===== config.mk =====
export PLATFORM = sky130hd
export DESIGN_NAME = blk_row_sequencer
export DESIGN_NICKNAME = d
export VERILOG_FILES = /design/src/rtl/blk_pkg.sv /design/src/rtl/sync_edge.sv /design/src/rtl/blk_row_sequencer.sv
export SDC_FILE = /design/constraint.sdc
export NUM_CORES = 1
export LEC_CHECK = 0
export BUFFER_PORTS_ARGS = -buffer_cell sky130_fd_sc_hd__clkbuf_2
export CAP_MARGIN = 20
export CORE_MARGIN = 3
export CORE_UTILIZATION = 59
export CTS_BUF_LIST = sky130_fd_sc_hd__clkbuf_16
export DETAILED_ROUTE_END_ITERATION = 10
export PLACE_DENSITY = 0.95
export SETUP_SLACK_MARGIN = 0.2
export SLEW_MARGIN = 20
export SYNTH_ARGS = -nofsm -noshare
export SYNTH_HDL_FRONTEND = slang
export SYNTH_SLANG_ARGS = --single-unit
export TNS_END_PERCENT = 1

===== constraint.sdc =====
create_clock -name clk_i -period 2.7 [get_ports clk_i]
set_input_delay 0.27 -clock clk_i [delete_from_list [all_inputs] [get_ports clk_i]]
set_output_delay 0.27 -clock clk_i [all_outputs]
set_load 0.01 [all_outputs]

===== src/rtl/blk_pkg.sv =====
`default_nettype none
// ============================================================================
//  Module      : blk_pkg
//  Description : Definitions shared by the block-decision buffer blocks:
//                the vertical sequencer state encoding and the default
//                frame/block geometry. The horizontal buffer uses the
//                KH/HP values and the vertical sequencer uses KV/VP.
//  Revision    : 1.0 - initial release
// ============================================================================
package blk_pkg;

    // Default geometry (1080p frame, 8x10 pixel blocks)
    localparam int c_DEF_HP = 1920;  // active pixels per line
    localparam int c_DEF_KH = 8;     // pixels per block column
    localparam int c_DEF_VP = 1080;  // active lines per frame
    localparam int c_DEF_KV = 10;    // lines per block row

    // Vertical sequencer states, explicitly encoded on 2 bits
    typedef enum logic [1:0] {
        ST_IDLE   = 2'd0,  // after reset, waiting for the first vs
        ST_VBLANK = 2'd1,  // vertical blanking, counters cleared
        ST_ACTIVE = 2'd2,  // counting lines of the current block row
        ST_COMMIT = 2'd3   // freeze held until the buffer sees an hs rise
    } seq_state_e;

endpackage : blk_pkg
`default_nettype wire


===== src/rtl/sync_edge.sv =====
`default_nettype none
// ============================================================================
//  Module      : sync_edge
//  Description : Registers one sync/enable input and provides single-cycle
//                rise and fall pulses relative to the registered level.
//  Ports       : clk_i  - pixel clock
//                rst_i  - asynchronous active-high reset
//                sig_i  - raw sync input
//                lvl_o  - sig_i delayed by one clock
//                rise_o - sig_i & ~lvl_o (combinational)
//                fall_o - ~sig_i & lvl_o (combinational)
//  Revision    : 1.0 - initial release
// ============================================================================
module sync_edge (
    input  logic clk_i,
    input  logic rst_i,
    input  logic sig_i,
    output logic lvl_o,
    output logic rise_o,
    output logic fall_o
);

    logic r_lvl;

    always_ff @(posedge clk_i or posedge rst_i) begin
        if (rst_i) begin
            r_lvl <= 1'b0;
        end else begin
            r_lvl <= sig_i;
        end
    end

    assign lvl_o  = r_lvl;
    assign rise_o = sig_i & ~r_lvl;
    assign fall_o = ~sig_i & r_lvl;

endmodule : sync_edge
`default_nettype wire


===== src/rtl/blk_row_sequencer.sv =====
`default_nettype none
// ============================================================================
//  Module      : blk_row_sequencer
//  Description : Vertical sequencer for the block-decision buffer. Counts
//                active lines into block rows of KV lines and raises the
//                freeze commit strobe once per completed block row, held
//                until the buffer has seen exactly one hs rising edge.
//  Parameters  : VP  - active lines per frame
//                KV  - lines per block row (must be >= 2)
//                VBW - width of the block-row index
//  Ports       : clk_i       - pixel clock, rising edge
//                rst_i       - asynchronous active-high reset
//                pause_i     - hold current decisions (macro builds only)
//                vs_i/hs_i   - vertical / horizontal sync, active-high
//                de_i        - data enable
//                freeze_o    - commit request, level-held over an hs rise
//                vb_o        - index of the block row being accumulated
//                row_valid_o - decision bank holds a row of this frame
//                frame_o     - completed-frame counter (wraps)
//  Options     : BLK_ROW_SEQUENCER_PAUSE_EN adds pause_i
//  Revision    : 1.0 - initial release
// ============================================================================
module blk_row_sequencer
    import blk_pkg::*;
#(
    parameter int VP  = c_DEF_VP,
    parameter int KV  = c_DEF_KV,
    parameter int VBW = $clog2(VP / KV + 1)
) (
    input  logic           clk_i,
    input  logic           rst_i,
`ifdef BLK_ROW_SEQUENCER_PAUSE_EN
    input  logic           pause_i,
`endif
    input  logic           vs_i,
    input  logic           hs_i,
    input  logic           de_i,
    output logic           freeze_o,
    output logic [VBW-1:0] vb_o,
    output logic           row_valid_o,
    output logic [15:0]    frame_o
);

    localparam int               c_VCW    = $clog2(KV);
    localparam logic [c_VCW-1:0] c_V_LAST = c_VCW'(KV - 1);
    localparam logic [VBW-1:0]   c_VB_MAX = VBW'(VP / KV);

    // Edge detection on the raw timing inputs
    logic w_vs_lvl, w_vs_rise, w_vs_fall;
    logic w_hs_lvl, w_hs_rise, w_hs_fall;
    logic w_de_lvl, w_de_rise, w_line_end;

    sync_edge u_vs_edge (
        .clk_i  (clk_i),
        .rst_i  (rst_i),
        .sig_i  (vs_i),
        .lvl_o  (w_vs_lvl),
        .rise_o (w_vs_rise),
        .fall_o (w_vs_fall)
    );

    sync_edge u_hs_edge (
        .clk_i  (clk_i),
        .rst_i  (rst_i),
        .sig_i  (hs_i),
        .lvl_o  (w_hs_lvl),
        .rise_o (w_hs_rise),
        .fall_o (w_hs_fall)
    );

    sync_edge u_de_edge (
        .clk_i  (clk_i),
        .rst_i  (rst_i),
        .sig_i  (de_i),
        .lvl_o  (w_de_lvl),
        .rise_o (w_de_rise),
        .fall_o (w_line_end)
    );

    logic w_unused;
    assign w_unused = &{1'b0, w_vs_lvl, w_vs_fall, w_hs_lvl, w_hs_fall,
                        w_de_lvl, w_de_rise};

    logic w_pause;
`ifdef BLK_ROW_SEQUENCER_PAUSE_EN
    assign w_pause = pause_i;
`else
    assign w_pause = 1'b0;
`endif

    seq_state_e       r_state, w_state;
    logic [c_VCW-1:0] r_v_cur, w_v_cur;
    logic [VBW-1:0]   r_vb, w_vb, w_vb_inc;
    logic             r_freeze, w_freeze;
    logic             r_row_valid, w_row_valid;
    logic [15:0]      r_frame, w_frame;

    // Block-row index saturates so lines beyond VP cannot overflow it
    assign w_vb_inc = (r_vb == c_VB_MAX) ? r_vb : r_vb + VBW'(1);

    always_comb begin
        w_state     = r_state;
        w_v_cur     = r_v_cur;
        w_vb        = r_vb;
        w_freeze    = r_freeze;
        w_row_valid = r_row_valid;
        w_frame     = r_frame;

        if ((r_state == ST_ACTIVE || r_state == ST_COMMIT) && w_vs_rise) begin
            // Frame boundary wins over everything else; a partial row
            // (or a pending commit) is dropped without touching the bank.
            w_state  = ST_VBLANK;
            w_freeze = 1'b0;
            w_v_cur  = '0;
            w_vb     = '0;
            w_frame  = r_frame + 16'd1;
            if (!w_pause) begin
                w_row_valid = 1'b0;
            end
        end else begin
            case (r_state)
                ST_IDLE: begin
                    if (w_vs_rise) begin
                        w_state = ST_VBLANK;
                    end
                end
                ST_VBLANK: begin
                    w_v_cur = '0;
                    w_vb    = '0;
                    if (de_i) begin
                        w_state = ST_ACTIVE;
                    end
                end
                ST_ACTIVE: begin
                    // hs is deliberately not looked at here: an hs rise
                    // coincident with the closing line end must not
                    // terminate the commit it starts.
                    if (w_line_end) begin
                        if (r_v_cur == c_V_LAST) begin
                            w_v_cur = '0;
                            if (w_pause) begin
                                w_vb = w_vb_inc;
                            end else begin
                                w_freeze = 1'b1;
                                w_state  = ST_COMMIT;
                            end
                        end else begin
                            w_v_cur = r_v_cur + c_VCW'(1);
                        end
                    end
                end
                ST_COMMIT: begin
                    // A line end here is a sync violation; still count it
                    // but keep the counter inside its range.
                    if (w_line_end && r_v_cur != c_V_LAST) begin
                        w_v_cur = r_v_cur + c_VCW'(1);
                    end
                    if (w_hs_rise) begin
                        w_freeze    = 1'b0;
                        w_vb        = w_vb_inc;
                        w_row_valid = 1'b1;
                        w_state     = ST_ACTIVE;
                    end
                end
                default: begin
                    w_state = ST_IDLE;
                end
            endcase
        end
    end

    always_ff @(posedge clk_i or posedge rst_i) begin
        if (rst_i) begin
            r_state     <= ST_IDLE;
            r_v_cur     <= '0;
            r_vb        <= '0;
            r_freeze    <= 1'b0;
            r_row_valid <= 1'b0;
            r_frame     <= 16'd0;
        end else begin
            r_state     <= w_state;
            r_v_cur     <= w_v_cur;
            r_vb        <= w_vb;
            r_freeze    <= w_freeze;
            r_row_valid <= w_row_valid;
            r_frame     <= w_frame;
        end
    end

    assign freeze_o    = r_freeze;
    assign vb_o        = r_vb;
    assign row_valid_o = r_row_valid;
    assign frame_o     = r_frame;

endmodule : blk_row_sequencer
`default_nettype wire


Yosys cells after proc, flatten, opt, wreduce, memory -nomap -nowiden
Index checks and enable logic that the tools add are counted.
Operators by class
  mux-type cells: 24
  bitwise gates (word level): 6
  equal/unequal tests: 13
  reductions and logical operators: 14
  multipliers: 0
  div/mod/pow operators: 0
  add/sub/neg operators: 3
  $lt $le $gt $ge: 0
  shift-type cells: 0
Operators by type and width (number)
  7-bit two-way mux: 3
  16-bit by 1-bit adder with 16-bit output, second input constant: 1
  4-bit two-way mux: 4
  7-bit case mux with 2 select lines: 1
  2-bit two-way mux: 6
  4-bit case mux with 3 select lines: 1
  3-bit by 1-bit != test with 1-bit output, second input constant: 3
  2-bit case mux with 4 select lines: 1
  7-bit by 1-bit adder with 7-bit output, second input constant: 1
  7-bit equality test, second input constant: 1
  1-bit two-way mux: 7
  3-bit by 2-bit != test with 1-bit output, second input constant: 2
  3-bit != test, second input constant: 2
  3-bit AND reduction: 2
  3-bit nonzero test: 2
  5-bit AND reduction: 1
  4-bit by 1-bit adder with 4-bit output, second input constant: 1
  2-bit equality test, second input constant: 2
  4-bit equality test, second input constant: 1
  4-bit != test, second input constant: 1
  4-bit AND reduction: 1
  2-bit nonzero test: 2
  4-bit nonzero test: 1
  1-bit bitwise AND: 3
  other kinds (7): 10
Storage, ports and cells
  output and inout bits: 25
  memory bits (writable): 0
  memory bits (read-only): 0
  latch bits: 0
  register bits: 34
  input bits: 5
  word-level logic and storage cells: 69
  memories: 0

Logic depth before layout (Yosys ltp)
  depth after elaboration: 6
  mapped depth: 6
  depth with buffers taken out: 6

Modules after synthesis
A second synthesis with hierarchy kept.
Unflattened totals
  cells, all modules: 163
  area, all modules: 1726.7 µm²
Modules (own cells, without submodules)
  blk_row_sequencer: area each 1595.3 µm², times used 1, cells each 151, sequential area each 775.7 µm²
  sync_edge: area each 43.8 µm², times used 3, cells each 4, sequential area each 25.0 µm²

Least setup slack after synthesis
No wires, ideal clock.
  path type: register -> register
  start point: register r_vb[0] (netlist: vb_o[0])
  end point: register r_vb[6] (netlist: vb_o[6])
  clock period less this slack: 1570 ps
  stages on the path, launching flop included: 6
  arrival time: 1487 ps
  data required time: 2617 ps
  library setup time: 83 ps
  path buffers: 0
  setup slack: 1130 ps
  cell sequence: dfrtp_1 ha_1 nand4b_1 or3_1 or3_1 o21ai_0
Between the ends
  word-level cells in the longest chain between the ends: 5
  elaborated cells between the ends (all ways): 8
  classes of those cells: 1 x add/sub; 2 x eq/ne; 4 x mux; 1 x reduce/logical
RTL lines
  from (decl): line blk_row_sequencer.sv:93  | logic [VBW-1:0] r_vb, w_vb, w_vb_inc;
  from (signal assigned): line blk_row_sequencer.sv:183  | r_vb <= w_vb;
  7-bit by 1-bit adder with 7-bit output: line blk_row_sequencer.sv:99  | assign w_vb_inc = (r_vb == c_VB_MAX) ? r_vb : r_vb + VBW'(1);
  7-bit two-way mux: line blk_row_sequencer.sv:99
  7-bit two-way mux: line blk_row_sequencer.sv:158  | if (w_hs_rise) begin
  7-bit case mux with 2 select lines: line blk_row_sequencer.sv:121  | case (r_state)
  7-bit two-way mux: line blk_row_sequencer.sv:109  | if ((r_state == ST_ACTIVE || r_state == ST_COMMIT) && w_vs_rise) begin
Parallel ways exist; a longest one is shown, timed or not. The select of a mux whose other input is x is not followed.
A chain may end at the register's enable or synchronous reset.

Final worst setup path
  start point: register r_state[1]
  end point: register r_vb[0] (netlist: vb_o[0])
Between the ends
  word-level cells in the longest chain between the ends: 5
  elaborated cells between the ends (all ways): 11
  classes of those cells: 5 x eq/ne; 2 x mux; 4 x reduce/logical
RTL lines
  from (decl): line blk_row_sequencer.sv:91  | seq_state_e r_state, w_state;
  from (signal assigned): line blk_row_sequencer.sv:181  | r_state <= w_state;
  2-bit equality test: line blk_row_sequencer.sv:109, blk_row_sequencer.sv:121
  1-bit logical OR: line blk_row_sequencer.sv:109
  1-bit logical AND: line blk_row_sequencer.sv:109
  3-bit by 2-bit != test with 1-bit output (no source line) (tied with other cells)
  3-bit AND reduction (no source line)
Parallel ways exist; a longest one is shown, timed or not.

==> impl_metrics.env <==
export IMPL_worstSetupStartpointType="register"
export IMPL_fp_dieW_um=59.4
export IMPL_gp_congestion=0.889
export IMPL_avgSynthCellArea_um2=10.5
export IMPL_routed_wl_um=3730
export IMPL_synth_seq_cells=34
export IMPL_clock_fmax_mhz=579
export IMPL_worst_slack_ps=973
export IMPL_clk_pin_slew_ps=50
export IMPL_io_pins=30
export IMPL_cts_tree="done"
export IMPL_worst_ep_required_time_ps=2860
export IMPL_netlist_area_um2=1680
export IMPL_diodes=0
export IMPL_ys_types=38
export IMPL_first_iter_violations=84
export IMPL_min_path_type="in2async"
export IMPL_grt_pass1_vias=1357
export IMPL_clock_latency_ps=270
export IMPL_grt_usage_pct=24.0
export IMPL_post_cts_resized=0
export IMPL_p_leak_nw=0.983
export IMPL_first_pass_iters=6
export IMPL_fin_crit_sh_pct=64.0
export IMPL_cts_num_sinks=34
export IMPL_area_delta_synth_final_pct=22.0
export IMPL_wire_per_inst_um=16.6
export IMPL_dp_hpwl_um=2450
export IMPL_vias=1399
export IMPL_period_needed_ps=1730
export IMPL_setup_viol=0
export IMPL_layout_nets=204
export IMPL_hold_violations=0
export IMPL_place_ws_ps=1030
export IMPL_antenna_found_initial=0
export IMPL_remaining_drc_errors=0
export IMPL_cts_max_level=2
export IMPL_ys_warn_count=0
export IMPL_cts_root_buf="clkbuf_16"
export IMPL_rows=18
export IMPL_numCtsBuffers=5
export IMPL_cpMaxStageDelayCell="dfrtp_1"
export IMPL_end_kind="register"
export IMPL_synth_yosys_seq_area_share_pct=50.6
export IMPL_slew_violations=0
export IMPL_netlist_instances=160
export IMPL_crit_chain="and3b_1 -> nor2_1 -> a21o_1 -> mux2_2"
export IMPL_ctsHoldBuffers=0
export IMPL_nFillCells=145
export IMPL_finClkSkew_ps=2.76
export IMPL_port_buffers=29
export IMPL_timing_hold_ws_ps=52.9
export IMPL_crit_path_max_incr_delay_ps=580
export IMPL_status="complete, no violations"
export IMPL_cts_setup_buffers=0
export IMPL_initial_utilization_pct=65.0
export IMPL_tightest_slew_ps=554
export IMPL_drv_cap=0
export IMPL_power_density_nw_per_um2=868
export IMPL_grt_max_degree=35
export IMPL_utilization_pct=79.3
export IMPL_setup_worst_path_class="reg2reg"
export IMPL_final_antenna_net_count=0
export IMPL_grt_pass1_wl_um=6240
export IMPL_p_total_mw=1.78
export IMPL_vias_per_cell=6.22
export IMPL_overflow=0
export IMPL_grt_setup_unrepaired="false"
export IMPL_setup_tns_ps=0
export IMPL_ir_drop_mv=0.726
export IMPL_synth_nets=170
export IMPL_die_h_um=59.4
export IMPL_path_max_fanout=14
export IMPL_relSlewSlack_pct=62.9
export IMPL_dieArea_um2=3530
export IMPL_drive_gt1_share_pct=22.6
export IMPL_cts_max_path_buffers=2
export IMPL_critPathArrivalTime_ps=1890
export IMPL_coreArea_um2=2590
sequential cells by signal (all words and copies together) (netlist names):
name and count:
frame_o 16, freeze_o 1, r_state 2, r_v_cur 4
row_valid_o 1, u_de_edge.lvl_o 1, u_hs_edge.lvl_o 1, u_vs_edge.lvl_o 1
vb_o 7
cell usage after synthesis:
| library cell | count | area (um2) |
|---|---|---|
| a211oi_1 | 1 | 7.51 |
| a21o_1 | 2 | 15.0 |
| a21oi_1 | 4 | 20.0 |
| a22o_1 | 2 | 17.5 |
| a31oi_1 | 4 | 25.0 |
| and2_1 | 1 | 6.26 |
| and2b_2 | 1 | 8.76 |
| and3_1 | 2 | 12.5 |
| and3b_1 | 2 | 17.5 |
| and4_1 | 2 | 17.5 |
| buf_2 | 2 | 10.0 |
| clkbuf_1 | 1 | 3.75 |
| dfrtp_1 | 34 | 851 |
| ha_1 | 5 | 62.6 |
| inv_1 | 9 | 33.8 |
| mux2_2 | 2 | 22.5 |
| nand2_1 | 16 | 60.1 |
| nand2b_1 | 2 | 12.5 |
| nand3_1 | 8 | 40.0 |
| nand3b_1 | 1 | 7.51 |
| nand4_1 | 8 | 50.1 |
| nand4b_1 | 2 | 17.5 |
| nor2_1 | 7 | 26.3 |
| nor2b_1 | 3 | 18.8 |
| nor3_4 | 2 | 32.5 |
| o211ai_1 | 3 | 22.5 |
| o21a_1 | 1 | 7.51 |
| o21ai_0 | 6 | 30.0 |
| o221ai_1 | 1 | 8.76 |
| o22ai_1 | 2 | 12.5 |
| o2bb2ai_1 | 1 | 8.76 |
| o32a_1 | 1 | 10.0 |
| o41ai_1 | 1 | 8.76 |
| or2b_4 | 1 | 11.3 |
| or3_1 | 2 | 12.5 |
| or4_1 | 3 | 22.5 |
| xnor2_1 | 12 | 105 |
| xor2_1 | 3 | 26.3 |
worst paths after layout:
path                             start  depth (start not counted)               to  slack [ps]
max                         r_state[1]                          4          vb_o[0]         970
min reg2reg                frame_o[15]                          1      frame_o[15]         470
min in group clk_i                hs_i                          1  u_hs_edge.lvl_o         130
max reg2reg                 r_state[1]                          4          vb_o[0]         970
min                              rst_i                          3       r_v_cur[2]          50
max in group asynchronous        rst_i                          3      frame_o[14]        2360
critical path: cells and delay by family (launching register included):
family           cells  cell delay, ps
multiplexers         1             250
flip-flops           1             580
AO/OA/AOI/OAI        1             190
AND/OR/NAND/NOR      2             590
cell families after synthesis:
group / Yosys count / synth area share, %
compound gates: 29 / 11.5
flops: 34 / 50.6
simple gates: 63 / 22.2
mux: 2 / 1.34
fa+ha+maj: 5 / 3.72
xor+xnor: 15 / 7.81
buf+inv: 12 / 2.82
placed cells by master, fill, tap and decap left out, types with 3 or more instances in the layout:
cell / count
clkbuf_2: 29
xnor2_1: 12
nor2b_1: 3
dfrtp_1: 34
nor2_1: 7
clkbuf_16: 5
o211ai_1: 3
inv_1: 9
xor2_1: 3
o21ai_0: 6
nand3_1: 8
ha_1: 5
or4_1: 3
nand2_1: 16
nand4_1: 8
a31oi_1: 4
a21oi_1: 4
through the flow:
step,cells,cell area [um2]
finish,225,2050
global route,225,2050
CTS,225,2050
detailed placement,217,1860
global placement,217,1860
floorplan,160,1680
layer usage:
layer | wire length, um | part of all wire [%] | vias up | global-route usage (%)
met5 | 0 | 0 | - | 0
met4 | 50 | 1.3 | 0 | 10.4
met3 | 277 | 7.4 | 7 | 5.01
met2 | 1890 | 51 | 71 | 40.9
met1 | 1510 | 41 | 674 | 29.0
li1 | - | - | 647 | -
power breakdown:
group,leakage (nW),switching [mW],internal (mW)
Sequential,0.450,0.129,0.582
Combinational,0.439,0.192,0.139
Clock,0.0940,0.211,0.530
Total,0.983,0.532,1.25
cell type report:
type | instances | area (um2) | area share [%]
multi-input combinational | 114 | 785 | 38.2
inverter | 9 | 33.8 | 1.65
sequential | 34 | 851 | 41.4
tap | 30 | 37.5 | 1.83
clock inverter | 3 | 68.8 | 3.35
clock buffer | 5 | 125 | 6.09
timing repair buffer | 30 | 153 | 7.43
(Power assumes the default switching activity.)
